**config.mk**
```make
export PLATFORM = sky130hd
export DESIGN_NAME = alu
export DESIGN_NICKNAME = d
export VERILOG_FILES = /design/src/rtl/alu_pkg.sv /design/src/rtl/alu_suma_c2.sv /design/src/rtl/alu.sv
export SDC_FILE = /design/constraint.sdc
export NUM_CORES = 1
export LEC_CHECK = 0
export ABC_AREA = 1
export CORE_ASPECT_RATIO = 1.4
export CORE_MARGIN = 2
export CORE_UTILIZATION = 60
export CTS_BUF_LIST = sky130_fd_sc_hd__clkbuf_16
export CTS_CLUSTER_SIZE = 12
export DETAILED_ROUTE_END_ITERATION = 7
export PLACE_DENSITY = 0.89
export SKIP_CTS_REPAIR_TIMING = 1
export SKIP_LAST_GASP = 1
export SYNTH_ARGS = -nofsm -noshare
export SYNTH_HDL_FRONTEND = slang
export SYNTH_HIERARCHICAL = 1
export SYNTH_SLANG_ARGS = --single-unit
```
**constraint.sdc**
```tcl
create_clock -name clk -period 2.4 [get_ports clk]
set_clock_uncertainty 0.05 [all_clocks]
set_input_delay 0.6 -clock clk [delete_from_list [all_inputs] [get_ports clk]]
set_output_delay 0.6 -clock clk [all_outputs]
set_load 0.01 [all_outputs]
```
**src/rtl/alu_pkg.sv**
```systemverilog
// Shared opcode encoding and constants for the registered ALU.
// Optional barrel shifter is enabled by defining ALU_SHIFT_EN.
package alu_pkg;

  typedef enum logic [3:0] {
    ALU_AND  = 4'b0000,
    ALU_OR   = 4'b0001,
    ALU_ADD  = 4'b0010,
    ALU_XOR  = 4'b0011,
    ALU_SLL  = 4'b0100,
    ALU_SRL  = 4'b0101,
    ALU_SUB  = 4'b0110,
    ALU_SLT  = 4'b0111,
    ALU_SRA  = 4'b1000,
    ALU_SLTU = 4'b1001,
    ALU_NOR  = 4'b1100
  } alu_op_e;

  localparam int ALU_SHAMT_W = 5;

endpackage

```
**src/rtl/alu_suma_c2.sv**
```systemverilog
// WIDTH-bit two's-complement adder/subtractor shared by ADD, SUB, SLT and SLTU.
// Subtraction is a + ~b + 1, so cout=1 means no borrow.
module suma_c2 #(
  parameter int WIDTH = 32
) (
  input  logic [WIDTH-1:0] a,
  input  logic [WIDTH-1:0] b,
  input  logic             sub,
  output logic [WIDTH-1:0] sum,
  output logic             cout,
  output logic             ovf
);

  logic [WIDTH-1:0] bEff;

  assign bEff = b ^ {WIDTH{sub}};
  assign {cout, sum} = {1'b0, a} + {1'b0, bEff} + {{WIDTH{1'b0}}, sub};
  // Signed overflow: operands agree in sign but the sum does not.
  assign ovf = (a[WIDTH-1] == bEff[WIDTH-1]) && (sum[WIDTH-1] != a[WIDTH-1]);

endmodule

```
**src/rtl/alu.sv**
```systemverilog
// Registered ALU: combinational result mux feeding result/carry/zero registers.
// Define ALU_SHIFT_EN to build the SLL/SRL/SRA barrel shifter.
module alu
  import alu_pkg::*;
#(
  parameter int WIDTH = 32
) (
  input  logic             clk,
  input  logic             rst,
  input  logic [WIDTH-1:0] A,
  input  logic [WIDTH-1:0] B,
  input  logic [3:0]       ALU_Sel,
  output logic [WIDTH-1:0] ALU_Out,
  output logic             coutfin,
  output logic             z
);

  alu_op_e          op;
  logic             addSub;
  logic [WIDTH-1:0] addSum;
  logic             addCout;
  logic             addOvf;
  logic [WIDTH-1:0] aluOut_d, aluOut_q;
  logic             cout_d, cout_q;
  logic             z_d, z_q;

  assign op     = alu_op_e'(ALU_Sel);
  assign addSub = (op == ALU_SUB) || (op == ALU_SLT) || (op == ALU_SLTU);

  suma_c2 #(.WIDTH(WIDTH)) uSuma (
    .a    (A),
    .b    (B),
    .sub  (addSub),
    .sum  (addSum),
    .cout (addCout),
    .ovf  (addOvf)
  );

`ifdef ALU_SHIFT_EN
  logic [ALU_SHAMT_W-1:0] shamt;
  assign shamt = B[ALU_SHAMT_W-1:0];
`endif

  always_comb begin
    aluOut_d = '0;
    cout_d   = 1'b0;
    unique case (op)
      ALU_AND:  aluOut_d = A & B;
      ALU_OR:   aluOut_d = A | B;
      ALU_XOR:  aluOut_d = A ^ B;
      ALU_NOR:  aluOut_d = ~(A | B);
      ALU_ADD, ALU_SUB: begin
        aluOut_d = addSum;
        cout_d   = addCout;
      end
      // Signed less-than is the difference's sign corrected for overflow.
      ALU_SLT:  aluOut_d = {{(WIDTH-1){1'b0}}, addSum[WIDTH-1] ^ addOvf};
      ALU_SLTU: aluOut_d = {{(WIDTH-1){1'b0}}, ~addCout};
`ifdef ALU_SHIFT_EN
      ALU_SLL:  aluOut_d = A << shamt;
      ALU_SRL:  aluOut_d = A >> shamt;
      ALU_SRA:  aluOut_d = $unsigned($signed(A) >>> shamt);
`endif
      default:  aluOut_d = '0;
    endcase
    z_d = (aluOut_d == '0);
  end

  always_ff @(posedge clk or posedge rst) begin
    if (rst) begin
      aluOut_q <= '0;
      cout_q   <= 1'b0;
      z_q      <= 1'b1;
    end else begin
      aluOut_q <= aluOut_d;
      cout_q   <= cout_d;
      z_q      <= z_d;
    end
  end

  assign ALU_Out = aluOut_q;
  assign coutfin = cout_q;
  assign z       = z_q;

endmodule

```
==> flow_summary.html, run 1 <==
<table>
<tr><th>Metric</th><th>Value</th></tr>
<tr><th colspan="2">Outcome</th></tr>
<tr><td>Result of the run</td><td>aborted with a tool error</td></tr>
<tr><td>Stage where the run ended</td><td>global routing</td></tr>
<tr><td>Error message</td><td>[ERROR DPL-0038] Utilization greater than 100%, impossible to legalize</td></tr>
<tr><th colspan="2">Clock network</th></tr>
<tr><td>Sinks on the clock net</td><td>34</td></tr>
<tr><td>Num CTS Buffers</td><td>5</td></tr>
<tr><td>Clk root buf</td><td>clkbuf_16</td></tr>
<tr><td>H-tree Lvls</td><td>2</td></tr>
<tr><td>CTS max path bufs</td><td>2</td></tr>
<tr><th colspan="2">Die</th></tr>
<tr><td>Die width</td><td>roughly 89 microns</td></tr>
<tr><td>Initial core utilization</td><td>0.612</td></tr>
<tr><td>Number of top-level design ports</td><td>104</td></tr>
<tr><td>Number of standard-cell rows in the floorplan</td><td>43</td></tr>
<tr><td>Vertical die dimension</td><td>about 120 microns</td></tr>
<tr><th colspan="2">Synth</th></tr>
<tr><td>Cell area after synthesis</td><td>6020 sq um</td></tr>
<tr><td>Part of the Yosys area used for sequential elements</td><td>0.142</td></tr>
<tr><td>Yosys reg bits</td><td>34</td></tr>
<tr><td>Synthesized netlist net count</td><td>1167</td></tr>
<tr><td>Leading register cell type out of synthesis</td><td>dfrtp_1</td></tr>
<tr><td>Mapped Avg Cell Area</td><td>6.01 sq um</td></tr>
<tr><td>Number of cells produced by synthesis</td><td>between 1000 and 1500</td></tr>
<tr><td>Total of warnings raised by yosys</td><td>6</td></tr>
<tr><td>EDFF count, synth</td><td>0</td></tr>
<tr><td>Proportion of synthesized flip-flops having asynchronous set or reset</td><td>1.00</td></tr>
<tr><td>Number of distinct library cells after synthesis</td><td>37</td></tr>
<tr><th colspan="2">STA</th></tr>
<tr><td>GR repair worst EP</td><td>z$_DFF_PP1_/D</td></tr>
<tr><td>Pin type at the end of the worst path</td><td>register data pin</td></tr>
<tr><th colspan="2">Place</th></tr>
<tr><td>Global placer's final weighted congestion</td><td>1.00</td></tr>
<tr><td>Count of port buffers added during placement</td><td>between 100 and 150</td></tr>
<tr><td>Detailed placer's ending HPWL</td><td>19500 microns</td></tr>
<tr><td>Post-placement cell area</td><td>8580 sq um</td></tr>
<tr><th colspan="2">Global routing</th></tr>
<tr><td>Pin count of the biggest net entering global routing</td><td>35</td></tr>
</table>
Yosys cell counts (2+ instances only):
cell        n  area, sq um
o21ai_0    27          135
nor2_1    147          552
o21bai_1    5         37.5
a21o_1      4         30.0
nor2_2      3         18.8
buf_4       2         15.0
o21ai_1     2         10.0
nor3_1      3         15.0
inv_2       2         7.51
ha_1       95         1190
xor2_1     49          429
dfrtp_1    33          826
nand4_1     7         43.8
o21ai_2     2         17.5
or2_2       2         12.5
nand2_1   263          987
nand3_1    91          455
buf_2      13         65.1
xnor2_1     3         26.3
inv_1     179          672
a21oi_1    32          160
nand2_2    12         75.1
nand3b_1    4         30.0
buf_6       7         78.8
o21a_1      2         15.0
metrics by stage:
step,hold slack (ns),setup WS (ns),instances,util
4_1_cts,0.669,-2.04,1409,0.888
2_1_floorplan,0.620,-1.01,1001,-
3_5_place_dp,0.963,-2.09,1401,0.872
3_3_place_gp,0.946,-1.77,1401,0.872
kinds of logic after synthesis:
| kind of cell | count (synthesis) | share of synthesized area |
|---|---|---|
| adder cells (fa/ha/maj) | 96 | 0.201 |
| XOR/XNOR | 52 | 0.0756 |
| buffers and inverters | 206 | 0.141 |
| AND/OR/NAND/NOR | 536 | 0.370 |
| flip-flops | 34 | 0.142 |
| AO/OA/AOI/OAI | 77 | 0.0713 |
==> inputs of run 2 (changes only) <==
--- a/config.mk
+++ b/config.mk
@@ -6,13 +6,10 @@
 export NUM_CORES = 1
 export LEC_CHECK = 0
 export ABC_AREA = 1
-export CORE_ASPECT_RATIO = 1.4
 export CORE_MARGIN = 2
-export CORE_UTILIZATION = 60
-export CTS_BUF_LIST = sky130_fd_sc_hd__clkbuf_16
-export CTS_CLUSTER_SIZE = 12
+export CORE_UTILIZATION = 40
 export DETAILED_ROUTE_END_ITERATION = 7
-export PLACE_DENSITY = 0.89
+export PLACE_DENSITY_LB_ADDON = 0.15
 export SKIP_CTS_REPAIR_TIMING = 1
 export SKIP_LAST_GASP = 1
 export SYNTH_ARGS = -nofsm -noshare
==> run 2 against run 1 <==
Effect of this change:
- the flow now finishes, with violations (negative setup slack)
- area after synthesis unchanged
- synthesized cell count unchanged
==> flow_summary.html, run 2 <==
<table>
<tr><th>Metric</th><th>Value</th></tr>
<tr><th colspan="2">Layout</th></tr>
<tr><td>Final net count</td><td>1479</td></tr>
<tr><td>Fraction of final layout cells with drive strength greater than 1</td><td>0.280</td></tr>
<tr><td>Diode insertion count for antenna repair</td><td>0</td></tr>
<tr><td>Largest register FFs</td><td>32</td></tr>
<tr><td>Final Util</td><td>0.653</td></tr>
<tr><td>Signed area change from the synthesized netlist to the final layout</td><td>58.7%</td></tr>
<tr><td>Fill cell total of the finished layout</td><td>1371</td></tr>
<tr><td>Highest-count cells in the layout ignoring fill and taps</td><td>233 x nand2_1, 214 x buf_4, 175 x inv_1</td></tr>
<tr><td>Leading cell type in the layout, fill and taps excluded</td><td>nand2_1</td></tr>
<tr><th colspan="2">STA</th></tr>
<tr><td>Final cycle utilization of the critical path</td><td>1.52</td></tr>
<tr><td>Final Max Tran Viols</td><td>0</td></tr>
<tr><td>Transition time at the pin with the least slew margin</td><td>0.782 ns</td></tr>
<tr><td>Final Critical Period</td><td>3.64 ns</td></tr>
<tr><td>Number of endpoints with negative hold slack in the final report</td><td>0</td></tr>
<tr><td>Count of endpoints failing setup in the final report</td><td>33</td></tr>
<tr><td>RSZ-0062 raised after global routing</td><td>true</td></tr>
<tr><td>Slew headroom</td><td>0.477</td></tr>
<tr><td>Worst setup slack after layout</td><td>-1.24 ns</td></tr>
<tr><td>Hold slack</td><td>0.657 ns</td></tr>
<tr><td>Achievable clock frequency</td><td>275 MHz</td></tr>
<tr><th colspan="2">Synth</th></tr>
<tr><td>Number of cells produced by synthesis</td><td>1001</td></tr>
<tr><td>Cell area after synthesis</td><td>6020 sq um</td></tr>
<tr><td>EDFF count, synth</td><td>0</td></tr>
<tr><td>Library cell with the largest summed area after synthesis</td><td>ha_1</td></tr>
<tr><td>Largest cells by area after synthesis</td><td>ha_1 20%, nand2_1 16%, dfrtp_1 14%, inv_1 11%, nor2_1 9.2%</td></tr>
<tr><td>Mapped Avg Cell Area</td><td>6.01 sq um</td></tr>
<tr><td>Proportion of synthesized flip-flops having asynchronous set or reset</td><td>1.00</td></tr>
<tr><td>Most instantiated cells after synthesis</td><td>263 x nand2_1, 179 x inv_1, 147 x nor2_1, 95 x ha_1, 91 x nand3_1</td></tr>
<tr><td>Most used standard cell by instance count after synthesis</td><td>nand2_1</td></tr>
<tr><td>Area share of the largest cell type after synthesis</td><td>0.197</td></tr>
<tr><td>Yosys reg bits</td><td>34</td></tr>
<tr><td>Leading register cell type out of synthesis</td><td>dfrtp_1</td></tr>
<tr><td>Total of warnings raised by yosys</td><td>6</td></tr>
<tr><td>Number of distinct library cells after synthesis</td><td>37</td></tr>
<tr><td>Synthesized netlist net count</td><td>roughly 1200</td></tr>
<tr><td>Part of the Yosys area used for sequential elements</td><td>0.142</td></tr>
<tr><th colspan="2">Global routing</th></tr>
<tr><td>Via count of the first global-routing pass</td><td>6491</td></tr>
<tr><td>Global route total overflow</td><td>0</td></tr>
<tr><td>First-pass GRT wire length</td><td>between 30000 and 40000 microns</td></tr>
<tr><td>Global-route usage over all layers</td><td>0.254</td></tr>
<tr><td>Initial antenna violation count</td><td>0</td></tr>
<tr><td>Pin count of the biggest net entering global routing</td><td>35</td></tr>
<tr><th colspan="2">Flow run</th></tr>
<tr><td>Number of maximum-capacitance violations</td><td>0</td></tr>
<tr><th colspan="2">Clock network</th></tr>
<tr><td>CTS max path bufs</td><td>2</td></tr>
<tr><td>Reg clk slew, reported paths</td><td>about 0.05 ns</td></tr>
<tr><td>Num CTS Buffers</td><td>5</td></tr>
<tr><td>CTS tree</td><td>yes</td></tr>
<tr><td>H-tree Lvls</td><td>2</td></tr>
<tr><td>Clk root buf</td><td>clkbuf_16</td></tr>
<tr><td>Sinks on the clock net</td><td>34</td></tr>
<tr><th colspan="2">Power and ir drop</th></tr>
<tr><td>Standby leakage power</td><td>0.00528 uW</td></tr>
<tr><td>Total power consumption of the routed design</td><td>3830 uW</td></tr>
<tr><td>Areal power density over the cells</td><td>~400 nW/um^2</td></tr>
<tr><td>VDD IR max</td><td>0.287 mV</td></tr>
<tr><th colspan="2">Worst setup path</th></tr>
<tr><td>CP Launch Type</td><td>input port</td></tr>
<tr><td>Worst-path fanout max</td><td>8</td></tr>
<tr><td>Critical setup path kind</td><td>in -&gt; reg</td></tr>
<tr><td>Type of element capturing the critical path</td><td>flip-flop</td></tr>
<tr><td>Required time of the critical path</td><td>2.56 ns</td></tr>
<tr><td>Crit path DAT</td><td>3.80 ns</td></tr>
<tr><th colspan="2">Routing</th></tr>
<tr><td>Vias per cell</td><td>4.78</td></tr>
<tr><td>Via count</td><td>~7200</td></tr>
<tr><td>Detailed Route Iter0 Violations</td><td>465</td></tr>
<tr><td>Post-DRT Antenna Nets</td><td>0</td></tr>
<tr><td>Average detailed-routed wire length per instance</td><td>14.3 microns</td></tr>
<tr><td>Length of the first detailed-routing pass in iterations</td><td>6</td></tr>
<tr><td>DRC viols</td><td>0</td></tr>
<tr><td>Final WL</td><td>21400 microns</td></tr>
<tr><th colspan="2">Die</th></tr>
<tr><td>Number of top-level design ports</td><td>104</td></tr>
<tr><td>Die width</td><td>127 microns</td></tr>
<tr><td>Core Footprint</td><td>between 10000 and 15000 sq um</td></tr>
<tr><td>Initial core utilization</td><td>0.411</td></tr>
<tr><td>Vertical die dimension</td><td>127 microns</td></tr>
<tr><td>Number of standard-cell rows in the floorplan</td><td>44</td></tr>
<tr><td>DIE AREA</td><td>16000 sq um</td></tr>
<tr><th colspan="2">Place</th></tr>
<tr><td>Count of port buffers added during placement</td><td>slightly above 100</td></tr>
<tr><td>Detailed placer's ending HPWL</td><td>17400 microns</td></tr>
<tr><td>Global placer's final weighted congestion</td><td>0.959</td></tr>
<tr><td>Post-Place Worst Slack</td><td>-1.89 ns</td></tr>
<tr><th colspan="2">Outcome</th></tr>
<tr><td>Violations in the final reports</td><td>negative setup slack</td></tr>
<tr><td>Result of the run</td><td>complete, but fails checks</td></tr>
<tr><th colspan="2">Hold path</th></tr>
<tr><td>Tightest Hold Check Type</td><td>in -&gt; async</td></tr>
</table>
## run 2: cell counts after synthesis
Identical to the previous run, type by type.
## run 2: worst max-delay path: stages
cell and delay (ns):
clkbuf_2 0.13, buf_4 0.15, a22oi_2 0.29, buf_6 0.18, clkbuf_16 0.17, buf_4 0.12, xor2_2 0.16, ha_4 0.25
a21oi_2 0.17, o21bai_1 0.11, a21oi_1 0.22, nor2_1 0.06, nor2_1 0.17, nand2_1 0.08, nand2_1 0.06, nand2_1 0.09
nand4_1 0.13, nand2_1 0.06, nor2_1 0.08, nand2_1 0.08, nor2_1 0.11, nand2_1 0.06, nor2_1 0.08, nand2_1 0.09
nor2_1 0.09
## run 2: power by group
group / internal (uW) / switching [uW]
clock network: 410 / 207
logic: 1220 / 1340
registers: 633 / 15.0
total: 2260 / 1560
## run 2: logic make-up (layout without fill, tap and decap cells)
kind of cell / count (synthesis) / in the layout / synth area share
buffers and inverters: 206 / 519 / 0.141
AO/OA/AOI/OAI: 77 / 77 / 0.0713
flip-flops: 34 / 34 / 0.142
AND/OR/NAND/NOR: 536 / 536 / 0.370
adder cells (fa/ha/maj): 96 / 96 / 0.201
XOR/XNOR: 52 / 52 / 0.0756
## run 2: area by class of cell
cell class / count / area (sq um) / area share
Clock inverter: 1 / 5.00 / 0.000524
Sequential cell: 34 / 852 / 0.0891
Multi-Input combinational cell: 761 / 4820 / 0.505
Clock buffer: 7 / 143 / 0.0149
Tap cell: 184 / 230 / 0.0241
Inverter: 182 / 683 / 0.0715
Timing Repair Buffer: 329 / 2820 / 0.295
## run 2: per-stage QoR
| stage | instance area (sq um) | instances | TNS (ns) |
|---|---|---|---|
| after detailed placement | 8790 | 1472 | -48.21 |
| after CTS | 8940 | 1480 | -39.31 |
| after floorplan | 6120 | 1001 | -14.12 |
| final | 9560 | 1498 | -26.60 |
| after global placement | 8790 | 1472 | -47.03 |
| after global routing | 9560 | 1498 | -30.99 |
## run 2: final timing paths
path,end,slack (ns),start
setup / recovery,z$_DFF_PP1_,-1.24,ALU_Sel[2]
min in group clk,coutfin$_DFF_PP0_,0.67,ALU_Sel[3]
hold / removal,ALU_Out[30]$_DFF_PP0_,0.66,rst
max in group asynchronous,z$_DFF_PP1_,1.31,rst
## run 2: metal layers
layer | vias to the layer above | track usage | wire (microns)
met3 | 24 | 0.0228 | 1230
met4 | 0 | 0.0575 | 337
met2 | 218 | 0.403 | 9580
met1 | 3232 | 0.375 | 10300
li1 | 3687 | - | -
met5 | - | 0 | 0
(Power assumes the default switching activity.)
==> inputs of run 3 (changes only) <==
--- a/config.mk
+++ b/config.mk
@@ -6,6 +6,8 @@
 export NUM_CORES = 1
 export LEC_CHECK = 0
 export ABC_AREA = 1
+export CELL_PAD_IN_SITES_DETAIL_PLACEMENT = 0
+export CELL_PAD_IN_SITES_GLOBAL_PLACEMENT = 1
 export CORE_MARGIN = 2
 export CORE_UTILIZATION = 40
 export DETAILED_ROUTE_END_ITERATION = 7
==> run 3 against run 2 <==
Effect of this change:
- the run still ends with negative setup slack left
- clock power about the same
- cell count up 0.53%
- sequential power about the same
- core utilization up 1.7 points
- critical path depth up 3
- non-clock buffer count up 8
- final area up 2.7%
- count of clock-buffer cells in the layout unchanged
- via count up 0.57%
- maximum frequency up 0.76%
- largest cell class unchanged
==> flow_summary.html, run 3 (same netlist as run 2, synthesis figures left out) <==
<table>
<tr><th>Metric</th><th>Value</th></tr>
<tr><th colspan="2">Outcome</th></tr>
<tr><td>Result of the run</td><td>complete, but fails checks</td></tr>
<tr><td>Violations in the final reports</td><td>negative setup slack</td></tr>
<tr><th colspan="2">Clock network</th></tr>
<tr><td>H-tree Lvls</td><td>2</td></tr>
<tr><td>Clk root buf</td><td>clkbuf_16</td></tr>
<tr><td>Reg clk slew, reported paths</td><td>0.05 ns</td></tr>
<tr><td>CTS max path bufs</td><td>2</td></tr>
<tr><td>CTS tree</td><td>yes</td></tr>
<tr><td>Sinks on the clock net</td><td>34</td></tr>
<tr><td>Num CTS Buffers</td><td>5</td></tr>
<tr><th colspan="2">Place</th></tr>
<tr><td>Detailed placer's ending HPWL</td><td>roughly 18000 microns</td></tr>
<tr><td>Post-Place Worst Slack</td><td>-1.90 ns</td></tr>
<tr><td>Count of port buffers added during placement</td><td>around 100</td></tr>
<tr><td>Count of placed standard cells including taps</td><td>approximately 1500</td></tr>
<tr><td>Global placer's final weighted congestion</td><td>1.04</td></tr>
<tr><td>Post-placement cell area</td><td>8810 sq um</td></tr>
<tr><th colspan="2">Power and ir drop</th></tr>
<tr><td>Sequential cell fraction of total power</td><td>0.165</td></tr>
<tr><td>Comb power frac</td><td>0.678</td></tr>
<tr><td>Power dissipated by switching net loads</td><td>1610 uW</td></tr>
<tr><td>Areal power density over the cells</td><td>400 nW/um^2</td></tr>
<tr><td>VDD IR max</td><td>~0.32 mV</td></tr>
<tr><td>Clock network power share</td><td>0.158</td></tr>
<tr><td>Internal Pwr Total</td><td>2320 uW</td></tr>
<tr><td>Standby leakage power</td><td>0.00534 uW</td></tr>
<tr><td>Switching Fraction</td><td>0.411</td></tr>
<tr><th colspan="2">Worst setup path</th></tr>
<tr><td>Critical setup path kind</td><td>in -&gt; reg</td></tr>
<tr><td>Crit path DAT</td><td>~3.8 ns</td></tr>
<tr><td>CP Launch Type</td><td>input port</td></tr>
<tr><td>Worst-path fanout max</td><td>8</td></tr>
<tr><td>Required time of the critical path</td><td>around 2.6 ns</td></tr>
<tr><td>Type of element capturing the critical path</td><td>flip-flop</td></tr>
<tr><th colspan="2">Layout</th></tr>
<tr><td>Diode insertion count for antenna repair</td><td>0</td></tr>
<tr><td>Leading cell type in the layout, fill and taps excluded</td><td>buf_4</td></tr>
<tr><td>Final Util</td><td>0.670</td></tr>
<tr><td>Non-Filler Instances</td><td>1506</td></tr>
<tr><td>Final instance area</td><td>between 9000 and 10000 sq um</td></tr>
<tr><td>Fraction of final layout cells with drive strength greater than 1</td><td>0.316</td></tr>
<tr><td>Largest register FFs</td><td>32</td></tr>
<tr><td>Highest-count cells in the layout ignoring fill and taps</td><td>216 x buf_4, 214 x nand2_1, 170 x inv_1</td></tr>
<tr><td>Final net count</td><td>1487</td></tr>
<tr><td>Signed area change from the synthesized netlist to the final layout</td><td>63.0%</td></tr>
<tr><th colspan="2">STA</th></tr>
<tr><td>Slew headroom</td><td>0.416</td></tr>
<tr><td>Final Critical Period</td><td>3.61 ns</td></tr>
<tr><td>Worst setup slack after layout</td><td>-1.21 ns</td></tr>
<tr><td>Final Max Tran Viols</td><td>0</td></tr>
<tr><td>RSZ-0062 raised after global routing</td><td>true</td></tr>
<tr><td>Transition time at the pin with the least slew margin</td><td>0.873 ns</td></tr>
<tr><td>Achievable clock frequency</td><td>roughly 280 MHz</td></tr>
<tr><td>Count of endpoints failing setup in the final report</td><td>33</td></tr>
<tr><td>Final cycle utilization of the critical path</td><td>1.51</td></tr>
<tr><td>Number of endpoints with negative hold slack in the final report</td><td>0</td></tr>
<tr><th colspan="2">Routing</th></tr>
<tr><td>Final WL</td><td>22200 microns</td></tr>
<tr><td>Detailed Route Iter0 Violations</td><td>470</td></tr>
<tr><td>Vias per cell</td><td>4.78</td></tr>
<tr><td>Average detailed-routed wire length per instance</td><td>14.8 microns</td></tr>
<tr><td>DRC viols</td><td>0</td></tr>
<tr><td>Length of the first detailed-routing pass in iterations</td><td>5</td></tr>
<tr><td>Via count</td><td>7202</td></tr>
<tr><td>Post-DRT Antenna Nets</td><td>0</td></tr>
<tr><th colspan="2">Global routing</th></tr>
<tr><td>First-pass GRT wire length</td><td>32400 microns</td></tr>
<tr><td>Global-route usage over all layers</td><td>0.257</td></tr>
<tr><td>Pin count of the biggest net entering global routing</td><td>35</td></tr>
<tr><td>Via count of the first global-routing pass</td><td>6327</td></tr>
<tr><td>Initial antenna violation count</td><td>0</td></tr>
<tr><td>Global route total overflow</td><td>0</td></tr>
<tr><th colspan="2">Die</th></tr>
<tr><td>Initial core utilization</td><td>0.411</td></tr>
<tr><td>DIE AREA</td><td>16000 sq um</td></tr>
<tr><td>Core Footprint</td><td>14600 sq um</td></tr>
<tr><td>Number of top-level design ports</td><td>104</td></tr>
<tr><td>Vertical die dimension</td><td>127 microns</td></tr>
<tr><td>Die width</td><td>127 microns</td></tr>
<tr><td>Number of standard-cell rows in the floorplan</td><td>44</td></tr>
<tr><th colspan="2">Flow run</th></tr>
<tr><td>Number of maximum-capacitance violations</td><td>0</td></tr>
<tr><th colspan="2">Hold path</th></tr>
<tr><td>Tightest Hold Check Type</td><td>in -&gt; async</td></tr>
</table>
run 3: path summary, 6_finish.rpt:
| kind | start | end |
|---|---|---|
| max in group asynchronous | rst | z$_DFF_PP1_ |
| min in group clk | ALU_Sel[3] | coutfin$_DFF_PP0_ |
| worst max-delay path | ALU_Sel[1] | z$_DFF_PP1_ |
| worst min-delay path | rst | ALU_Out[27]$_DFF_PP0_ |
run 3: through the flow:
step	setup TNS (ns)	total power, uW	hold slack (ns)
finish	-25.78	3930	0.658
global route	-31.24	4200	0.685
CTS	-39.56	3530	0.671
detailed placement	-48.76	2890	0.966
global placement	-47.13	2880	0.950
floorplan	-14.12	1780	0.620
run 3: worst max-delay path: stages:
cell and delay [ns]:
buf_8 0.11, nor2_4 0.10, nand3_2 0.09, a22oi_2 0.21, buf_6 0.16, buf_12 0.15, xor2_1 0.17, ha_2 0.34
a21oi_2 0.18, o21a_1 0.18, nand2_2 0.08, a21oi_2 0.21, nand2_4 0.10, nand2_2 0.08, nand2_2 0.06, nor2_4 0.08
nand2_1 0.05, inv_1 0.06, nor2_2 0.03, nand2_1 0.07, nand2_1 0.05, nor2_1 0.08, nand2_1 0.09, nor2_1 0.12
nand2_1 0.06, nor2_1 0.09, nand2_1 0.05, nor2_1 0.11
run 3: cell type report:
class / count / area [sq um]
clock buffers: 7 / 143
flip-flops and latches: 34 / 852
clock inverters: 1 / 5.00
inverters: 182 / 683
multi-input cells: 761 / 4960
fillers: 1324 / 4830
well taps: 184 / 230
repair buffers: 337 / 2940
run 3: power by group through the flow:
stage | Combinational (uW) | Sequential (uW) | Clock (uW)
floorplan | 1090 | 690 | 0
CTS | 2240 | 648 | 642
detailed placement | 2230 | 658 | 0
finish | 2660 | 647 | 620
global route | 2880 | 652 | 666
global placement | 2230 | 654 | 0
run 3: layer usage:
metal  vias up  part of all wire  GRT usage
met5         -                 0          0
met4         0             0.011     0.0478
met3        18             0.053     0.0110
met2       198              0.46      0.408
met1      3286              0.48      0.390
li1       3700                 -          -
